## config.mk

```make
export PLATFORM = sky130hd
export DESIGN_NAME = dffram_host_ctrl_flat
export DESIGN_NICKNAME = d
export VERILOG_FILES = /design/src/rtl/dffram_host_ctrl_if.sv /design/src/rtl/dffram_host_ctrl.sv /design/src/flat_wrapper.sv
export SDC_FILE = /design/constraint.sdc
export NUM_CORES = 1
export LEC_CHECK = 0
export ABC_AREA = 1
export CAP_MARGIN = 5
export CORE_MARGIN = 2
export CORE_UTILIZATION = 44
export DETAILED_ROUTE_END_ITERATION = 8
export PLACE_DENSITY = 0.83
export SKIP_LAST_GASP = 1
export SLEW_MARGIN = 10
export SYNTH_ARGS = -nofsm -noshare
export SYNTH_HDL_FRONTEND = slang
export SYNTH_SLANG_ARGS = --single-unit
```

## constraint.sdc

```tcl
create_clock -name clk -period 1.6 [get_ports clk]
set_input_delay 0.32 -clock clk [delete_from_list [all_inputs] [get_ports clk]]
set_output_delay 0.32 -clock clk [all_outputs]
set_load 0.005 [all_outputs]
```

## src/rtl/dffram_host_ctrl_if.sv

```systemverilog
// Host byte-request / response channel between a host and dffram_host_ctrl.
// The host drives the request fields and rsp_ready; the controller drives the rest.
interface dffram_host_ctrl_if;
    logic       req_valid;
    logic       req_ready;
    logic       req_write;
    logic [4:0] req_addr;
    logic [7:0] req_wdata;
    logic       rsp_valid;
    logic       rsp_ready;
    logic [7:0] rsp_rdata;
    logic       rsp_err;

    modport master (
        output req_valid, req_write, req_addr, req_wdata, rsp_ready,
        input  req_ready, rsp_valid, rsp_rdata, rsp_err
    );

    modport slave (
        input  req_valid, req_write, req_addr, req_wdata, rsp_ready,
        output req_ready, rsp_valid, rsp_rdata, rsp_err
    );
endinterface

```

## src/rtl/dffram_host_ctrl.sv

```systemverilog
// Byte-wide host front end for a nibble-wide 2R1W RAM tile with two banks.
// Reads fetch both nibbles in one cycle; writes take two nibble cycles.
module dffram_host_ctrl (
    input  logic               clk,
    input  logic               rst,
    dffram_host_ctrl_if.slave  host,
    output logic [7:0]         ram_ui,
    output logic [7:0]         ram_uio,
    output logic               ram_rst_n,
    input  logic [7:0]         ram_uo
);

    typedef enum logic [2:0] {
        CFG_RST,
        CFG_REL,
        IDLE,
        RD,
        WLO,
        WHI,
        WEND,
        RSP
    } state_t;

    state_t     state_q, state_d;
    logic       cnt_q, cnt_d;
    logic       bank_q, bank_d;
    logic       pend_q, pend_d;
    logic       write_q, write_d;
    logic       err_q, err_d;
    logic [4:0] addr_q, addr_d;
    logic [7:0] wdata_q, wdata_d;
    logic [7:0] rdata_q, rdata_d;

    always_ff @(posedge clk or posedge rst) begin
        if (rst) begin
            state_q <= CFG_RST;
            cnt_q   <= 1'b0;
            bank_q  <= 1'b0;
            pend_q  <= 1'b0;
            write_q <= 1'b0;
            err_q   <= 1'b0;
            addr_q  <= '0;
            wdata_q <= '0;
            rdata_q <= '0;
        end else begin
            state_q <= state_d;
            cnt_q   <= cnt_d;
            bank_q  <= bank_d;
            pend_q  <= pend_d;
            write_q <= write_d;
            err_q   <= err_d;
            addr_q  <= addr_d;
            wdata_q <= wdata_d;
            rdata_q <= rdata_d;
        end
    end

    always_comb begin
        state_d = state_q;
        cnt_d   = cnt_q;
        bank_d  = bank_q;
        pend_d  = pend_q;
        write_d = write_q;
        err_d   = err_q;
        addr_d  = addr_q;
        wdata_d = wdata_q;
        rdata_d = rdata_q;

        case (state_q)
            CFG_RST: begin
                if (cnt_q) begin
                    cnt_d   = 1'b0;
                    state_d = CFG_REL;
                end else begin
                    cnt_d = 1'b1;
                end
            end
            CFG_REL: begin
                pend_d = 1'b0;
                if (pend_q) state_d = write_q ? WLO : RD;
                else        state_d = IDLE;
            end
            IDLE: begin
                if (host.req_valid) begin
                    write_d = host.req_write;
                    addr_d  = host.req_addr;
                    wdata_d = host.req_wdata;
                    rdata_d = '0;
                    err_d   = 1'b0;
                    // Aliased region is rejected before the bank compare so it never reconfigures the tile
                    if (host.req_addr[4:3] == 2'b11) begin
                        err_d   = 1'b1;
                        state_d = RSP;
                    end else if (host.req_addr[4] != bank_q) begin
                        bank_d  = host.req_addr[4];
                        pend_d  = 1'b1;
                        cnt_d   = 1'b0;
                        state_d = CFG_RST;
                    end else begin
                        state_d = host.req_write ? WLO : RD;
                    end
                end
            end
            RD: begin
                rdata_d = ram_uo;
                state_d = RSP;
            end
            WLO:  state_d = WHI;
            WHI:  state_d = WEND;
            WEND: state_d = RSP;
            RSP: begin
                if (host.rsp_ready) state_d = IDLE;
            end
            default: state_d = CFG_RST;
        endcase
    end

    always_comb begin
        ram_rst_n      = 1'b1;
        ram_ui         = '0;
        ram_uio        = '0;
        host.req_ready = 1'b0;
        host.rsp_valid = 1'b0;

        case (state_q)
            CFG_RST: begin
                ram_rst_n = 1'b0;
                ram_uio   = {7'b0, bank_q};
            end
            IDLE: host.req_ready = 1'b1;
            RD: begin
                ram_ui  = {addr_q[3:0], 4'h0};
                ram_uio = {4'b0010, addr_q[3:0]};
            end
            WLO: begin
                ram_ui  = {addr_q[3:0], wdata_q[3:0]};
                ram_uio = {4'b1001, addr_q[3:0]};
            end
            WHI: begin
                ram_ui  = {addr_q[3:0], wdata_q[7:4]};
                ram_uio = {4'b1000, addr_q[3:0]};
            end
            // Address stays put for one cycle after w_en drops
            WEND: begin
                ram_ui  = {addr_q[3:0], wdata_q[7:4]};
                ram_uio = {4'b0000, addr_q[3:0]};
            end
            RSP: host.rsp_valid = 1'b1;
            default: ;
        endcase
    end

    assign host.rsp_rdata = rdata_q;
    assign host.rsp_err   = err_q;

endmodule

```

## src/flat_wrapper.sv

```systemverilog
// flat-port wrapper written by rule: the top's interface ports become plain ports
module dffram_host_ctrl_flat 
  (clk, rst, ram_ui, ram_uio, ram_rst_n, ram_uo, host_req_valid, host_req_write, host_req_addr, host_req_wdata, host_rsp_ready, host_req_ready, host_rsp_valid, host_rsp_rdata, host_rsp_err);
  dffram_host_ctrl_if host_i ();
  input  logic clk;
  input  logic rst;
  output logic [7:0] ram_ui;
  output logic [7:0] ram_uio;
  output logic ram_rst_n;
  input  logic [7:0] ram_uo;
  input wire logic [$bits(host_i.req_valid)-1:0] host_req_valid;
  input wire logic [$bits(host_i.req_write)-1:0] host_req_write;
  input wire logic [$bits(host_i.req_addr)-1:0] host_req_addr;
  input wire logic [$bits(host_i.req_wdata)-1:0] host_req_wdata;
  input wire logic [$bits(host_i.rsp_ready)-1:0] host_rsp_ready;
  output wire logic [$bits(host_i.req_ready)-1:0] host_req_ready;
  output wire logic [$bits(host_i.rsp_valid)-1:0] host_rsp_valid;
  output wire logic [$bits(host_i.rsp_rdata)-1:0] host_rsp_rdata;
  output wire logic [$bits(host_i.rsp_err)-1:0] host_rsp_err;
  assign host_i.req_valid = host_req_valid;
  assign host_i.req_write = host_req_write;
  assign host_i.req_addr = host_req_addr;
  assign host_i.req_wdata = host_req_wdata;
  assign host_i.rsp_ready = host_rsp_ready;
  assign host_req_ready = host_i.req_ready;
  assign host_rsp_valid = host_i.rsp_valid;
  assign host_rsp_rdata = host_i.rsp_rdata;
  assign host_rsp_err = host_i.rsp_err;
  dffram_host_ctrl u_core (.clk(clk), .rst(rst), .host(host_i), .ram_ui(ram_ui), .ram_uio(ram_uio), .ram_rst_n(ram_rst_n), .ram_uo(ram_uo));
endmodule
```

==> out/qor.yml, run 1 <==
worstPathArrival_ps: 1600
worstPathRequired_ps: 1280
routed-via-count: 1604
path_class: "reg2out"
drt_iter0_drc: 81
critPathMaxStageDelay_ps: 510
drive_above_1_share_pct: 27.0
die_h_um: 62.2
crit_slowest_cell: "dfrtp_2"
post-route-worst-setup-slack_ps: -317
clk_path_buf_depth: 2
cts_max_level: 1
final_cell_mix: "nand2_1, clkdlybuf4s50_1, dfrtp_1"
rsz0062_at_grt: "yes"
crit_family: "flip-flops"
initial_utilization_pct: 45.4
area_growth_pct: 62.3
outcome: "complete, but fails checks"
worstPathMaxFanout: 9
drc: 0
cts_tree: "built"
insertion_delay_ps: 320
p_leak_nw: 1.32
syn_area_per_cell_sq_um: 7.65
io_buffers: 52
period_needed_ps: 1920
wl_mm: 4.54
gp_congestion: 0.846
power.density_nw_per_um2: 1960
num_io_pins: 54
finalNetCount: 305
violations: "negative setup slack"
via_per_inst: 4.95
min_period_over_period_pct: 120
clock_sinks: 28
yosys_warnings: 0
fin_skew_ps: 8.99
die_x_um: 62.2
path_cells: "buf_4, nand2_2, nand2_2, nand2_4, nor2_1, dlygate4sd2_1"
startpoint_type: "flop"
maxCapViolCount: 0
grt_overflow_total: 0
synth_fp_nets: 221
grtUsageTotal_pct: 23.1
root_buffer: "clkbuf_4"
ant_nets: 0
core_sq_um: 3280
clkPwrFrac_pct: 9.5
netlist_area_sq_um: 1490
grt_pass1_wl_mm: 7.09
dpl_cell_area_sq_um: 2140
dieArea_sq_um: 3870
fmax_mhz: 522
path_buf_inv: 2
cts-buffers-inserted: 3
p_seq_share_pct: 27.7
grt_pass1_vias: 1582
clkTransAtPathRegs_ps: 150
dp_slack_ps: -315
p_int_mw: 2.82
seq_area_frac_synth_pct: 47.0
peakVddDrop_uv: 938
hpwlAfterDp_mm: 2.76
diodes: 0
hold_path.class: "in2async"
cpMostUsedCell: "nand2_2"
p_sw_mw: 1.93
synthDistinctLibCells: 25
drv_slew: 0
synth_cells: 195
antenna_found_initial: 0
place_inst: 304
grt_max_degree: 29
combPwrFrac_pct: 62.8
firstDrtPassIters: 4
setup_viol: 18
final_common_cell: "nand2_1"
fin_cells: 324
synth-seq-cells: 28
finalInstanceArea_sq_um: 2420
wl_per_cell_um: 14.0
core.rowCount: 21
switching_share_pct: 40.7
end_kind: "primary output"
hold_violations: 0
-- per-layer routing --
| layer | up-vias | track usage (%) | part of all wire [%] |
|---|---|---|---|
| met2 | 63 | 39.7 | 50 |
| met3 | 23 | 2.72 | 4.6 |
| li1 | 769 | - | - |
| met4 | 0 | 11.7 | 3.9 |
| met5 | - | 0 | 0 |
| met1 | 749 | 28.7 | 42 |
-- path summary, 6_finish.rpt --
check	startpoint	endpoint	slack, ps	depth (start not counted)
max in group asynchronous	rst	u_core.state_q[1]	940	3
max reg2reg	u_core.state_q[0]	u_core.state_q[1]	50	9
min	rst	u_core.wdata_q[7]	360	3
min reg2reg	u_core.wdata_q[1]	u_core.wdata_q[1]	510	2
min in group clk	ram_uo[6]	u_core.host.rsp_rdata[6]	510	3
max	u_core.state_q[0]	ram_ui[6]	-320	6
-- flip-flops by register name, indices dropped and copies added (netlist names) --
signal                 cells
u_core.cnt_q               1
u_core.host.rsp_rdata      8
u_core.state_q             3
u_core.write_q             1
u_core.host.rsp_err        1
u_core.addr_q              4
u_core.bank_q              1
u_core.wdata_q             8
u_core.pend_q              1
-- area by class of cell --
type	instances	area [sq um]
multi-input cells	135	697
repair buffers	86	803
clock inverters	1	30.0
inverters	25	106
well taps	46	57.6
fillers	241	863
clock buffers	3	22.5
flip-flops and latches	28	704
-- per-stage QoR --
stage / hold slack [ps] / utilization, % / total power [mW] / setup TNS (ps)
2_1_floorplan: 385 / - / 2.50 / 0
6_report: 362 / 73.7 / 4.75 / -4450
3_3_place_gp: 459 / 65.2 / 3.57 / -2200
5_1_grt: 421 / 73.7 / 5.05 / -5470
3_5_place_dp: 464 / 65.2 / 3.65 / -2780
4_1_cts: 359 / 72.1 / 4.50 / -3450
-- power groups by stage --
stage	Clock, mW	Sequential [mW]	Combinational [mW]
2_1_floorplan	0	1.18	1.31
6_report	0.451	1.31	2.98
5_1_grt	0.492	1.34	3.21
3_3_place_gp	0	1.26	2.32
4_1_cts	0.464	1.28	2.76
3_5_place_dp	0	1.27	2.38
-- repair_timing --
item                                    4_1_cts  5_1_grt
hold buffers                                  0        0
buffers inserted                             12        5
gates resized for setup                      80        5
pin swaps                                     7        0
endpoints found under the setup margin       18       22
-- worst min-delay path: cells and delay by family --
kind     cells  cell delay [ps]
buf+inv      3              800
-- cells in the mapped netlist --
cell       n  share of area (%)
nor2_8     1                1.3
inv_2      2               0.50
clkinv_1   1               0.25
o21ai_0    6                2.0
nand3_1   17                5.7
buf_4      4                2.0
dfrtp_1   28                 47
o22ai_1    1               0.42
inv_1     20                5.0
o21a_1     1               0.50
nand4_1    2               0.84
conb_1     1               0.25
a22oi_1    2                1.0
nor2_4     2                1.5
nand2_1   76                 19
o21ai_1    1               0.34
o21bai_1   1               0.50
nor2_1    16                4.0
a22o_1     4                2.3
nand2_2    1               0.42
a21oi_1    1               0.34
buf_6      3                2.3
inv_4      2               0.84
nand2_4    1               0.75
nand3_2    1               0.67
-- logic make-up (layout without fill, tap and decap cells) --
| family | after synthesis | count (layout) | synth area share (%) |
|---|---|---|---|
| buffers and inverters | 32 | 115 | 10.9 |
| AND/OR/NAND/NOR | 117 | 117 | 34.4 |
| other | 1 | 1 | 0.251 |
| flip-flops | 28 | 28 | 47.0 |
| AO/OA/AOI/OAI | 17 | 17 | 7.47 |
Power figures use the tool's default switching activity.
==> inputs of run 2 (changes only) <==
Settings changed: CORE_UTILIZATION 44 to 48, PLACE_DENSITY 0.83 to 0.89.
Clock period 1.6 ns to 2.25 ns, I/O delays scaled along.
==> out/qor.yml, run 2 (synthesis gave the netlist of run 1 again) <==
worstPathArrival_ps: 1780
switching_share_pct: 39.0
final_cell_mix: "nand2_1, clkdlybuf4s50_1, dfrtp_1"
die_h_um: 59.7
fmax_mhz: 448
peakVddDrop_uv: 850
drc: 0
finalInstanceArea_sq_um: 2210
startpoint_type: "flop"
reg2reg_to: "u_core.host.rsp_rdata[5]"
maxCapViolCount: 0
clk_path_buf_depth: 2
drv_slew: 0
setup_viol: 0
combPwrFrac_pct: 57.9
final_common_cell: "nand2_1"
grt_max_degree: 29
finalNetCount: 286
wl_mm: 3.51
worstPathMaxFanout: 8
end_kind: "primary output"
clock_sinks: 28
fin_skew_ps: 3.74
num_io_pins: 54
cts-buffers-inserted: 3
outcome: "complete, no violations"
drive_above_1_share_pct: 15.4
period_needed_ps: 2230
core_sq_um: 3000
cts_max_level: 1
wl_per_cell_um: 12.0
grt_pass1_vias: 1354
diodes: 0
final_core_util_pct: 73.6
clkPwrFrac_pct: 11.3
p_sw_mw: 1.14
grt_pass1_wl_mm: 5.61
insertion_delay_ps: 330
grtUsageTotal_pct: 20.6
firstDrtPassIters: 4
clkTransAtPathRegs_ps: 150
hold_buffers: 0
ant_nets: 0
p_leak_nw: 1.24
min_period_over_period_pct: 99.2
hold_path.class: "in2async"
hold_violations: 0
routed-via-count: 1435
initial_utilization_pct: 49.7
root_buffer: "clkbuf_4"
grt_overflow_total: 0
rsz0062_at_grt: "yes"
core.rowCount: 20
worstPathRequired_ps: 1800
drt_iter0_drc: 44
dpl_cell_area_sq_um: 2030
rr_worst_depth: 9
rrSetupSlack_ps: 690
hpwlAfterDp_mm: 2.59
p_seq_share_pct: 30.8
rr_startpoint: "u_core.state_q[1]"
die_x_um: 59.7
gp_congestion: 0.867
p_int_mw: 1.79
antenna_found_initial: 0
via_per_inst: 4.91
power.density_nw_per_um2: 1330
io_buffers: 52
dieArea_sq_um: 3570
area_growth_pct: 48.2
cts_tree: "built"
path_class: "reg2out"
-- run 2: changes by cell type in the layout (fill, tap and decap cells not counted), sizes merged --
cell / previous run / this run
dlygate4sd2: 9 / 2
dlymetal6s2s: 2 / 7
clkdlybuf4s50: 33 / 43
buf: 41 / 15
clkdlybuf4s15: 1 / 0
-- run 2: cell type report --
class,count,area [sq um]
clock buffer,3,22.5
clock inverter,1,30.0
fill,234,793
inverter,25,98.8
multi-input combinational,135,661
sequential,28,704
tap,33,41.3
timing repair buffer,67,652
-- run 2: worst max-delay path: stages (launching register included) --
cell and delay [ps]:
dfrtp_2 450, buf_4 140, nand2_1 60, nand2_2 90
nand2_4 90, nor2_1 110, clkdlybuf4s50_1 510
-- run 2: power groups by stage --
stage	Sequential, mW	Clock [mW]	Combinational, mW
2_1_floorplan	0.840	0	0.935
3_3_place_gp	0.905	0	1.49
3_5_place_dp	0.915	0	1.52
4_1_cts	0.889	0.332	1.62
5_1_grt	0.925	0.354	1.89
6_report	0.903	0.331	1.70
-- run 2: timing repair --
| action | in CTS | in global routing |
|---|---|---|
| pin swaps | 0 | 2 |
| gates resized for setup | 10 | 13 |
| endpoints found under the setup margin | 14 | 11 |
| gates cloned | 0 | 0 |
| setup buffers | 4 | 5 |
-- run 2: through the flow --
| stage | std cells | hold WS [ps] | setup WS (ps) | total power [mW] | TNS (ps) |
|---|---|---|---|---|---|
| 2_1_floorplan | 195 | 443 | 772 | 1.77 | 0 |
| 3_3_place_gp | 279 | 455 | 190 | 2.39 | 0 |
| 3_5_place_dp | 279 | 459 | 156 | 2.44 | 0 |
| 4_1_cts | 287 | 479 | 0.753 | 2.84 | 0 |
| 5_1_grt | 292 | 505 | -86.7 | 3.17 | -176 |
| 6_report | 292 | 465 | 18.2 | 2.94 | 0 |
-- run 2: worst max path at each step --
stage / start / end / slack [ps] / cells after the start
floorplan: u_core.state_q[1] / ram_uio[0] / 770 / 6
global placement: u_core.state_q[1] / ram_uio[0] / 190 / 6
CTS: u_core.state_q[0] / ram_ui[6] / 0.8 / 5
finish: u_core.state_q[1] / ram_ui[7] / 20 / 6
detailed placement: u_core.state_q[1] / ram_uio[0] / 160 / 6
global route: u_core.state_q[1] / ram_ui[7] / -90 / 6
-- run 2: routing by layer --
metal	GRT usage, %	wire length, um
met4	6.03	42
met2	37.6	1800
met1	23.3	1420
met5	0	0
met3	5.63	248
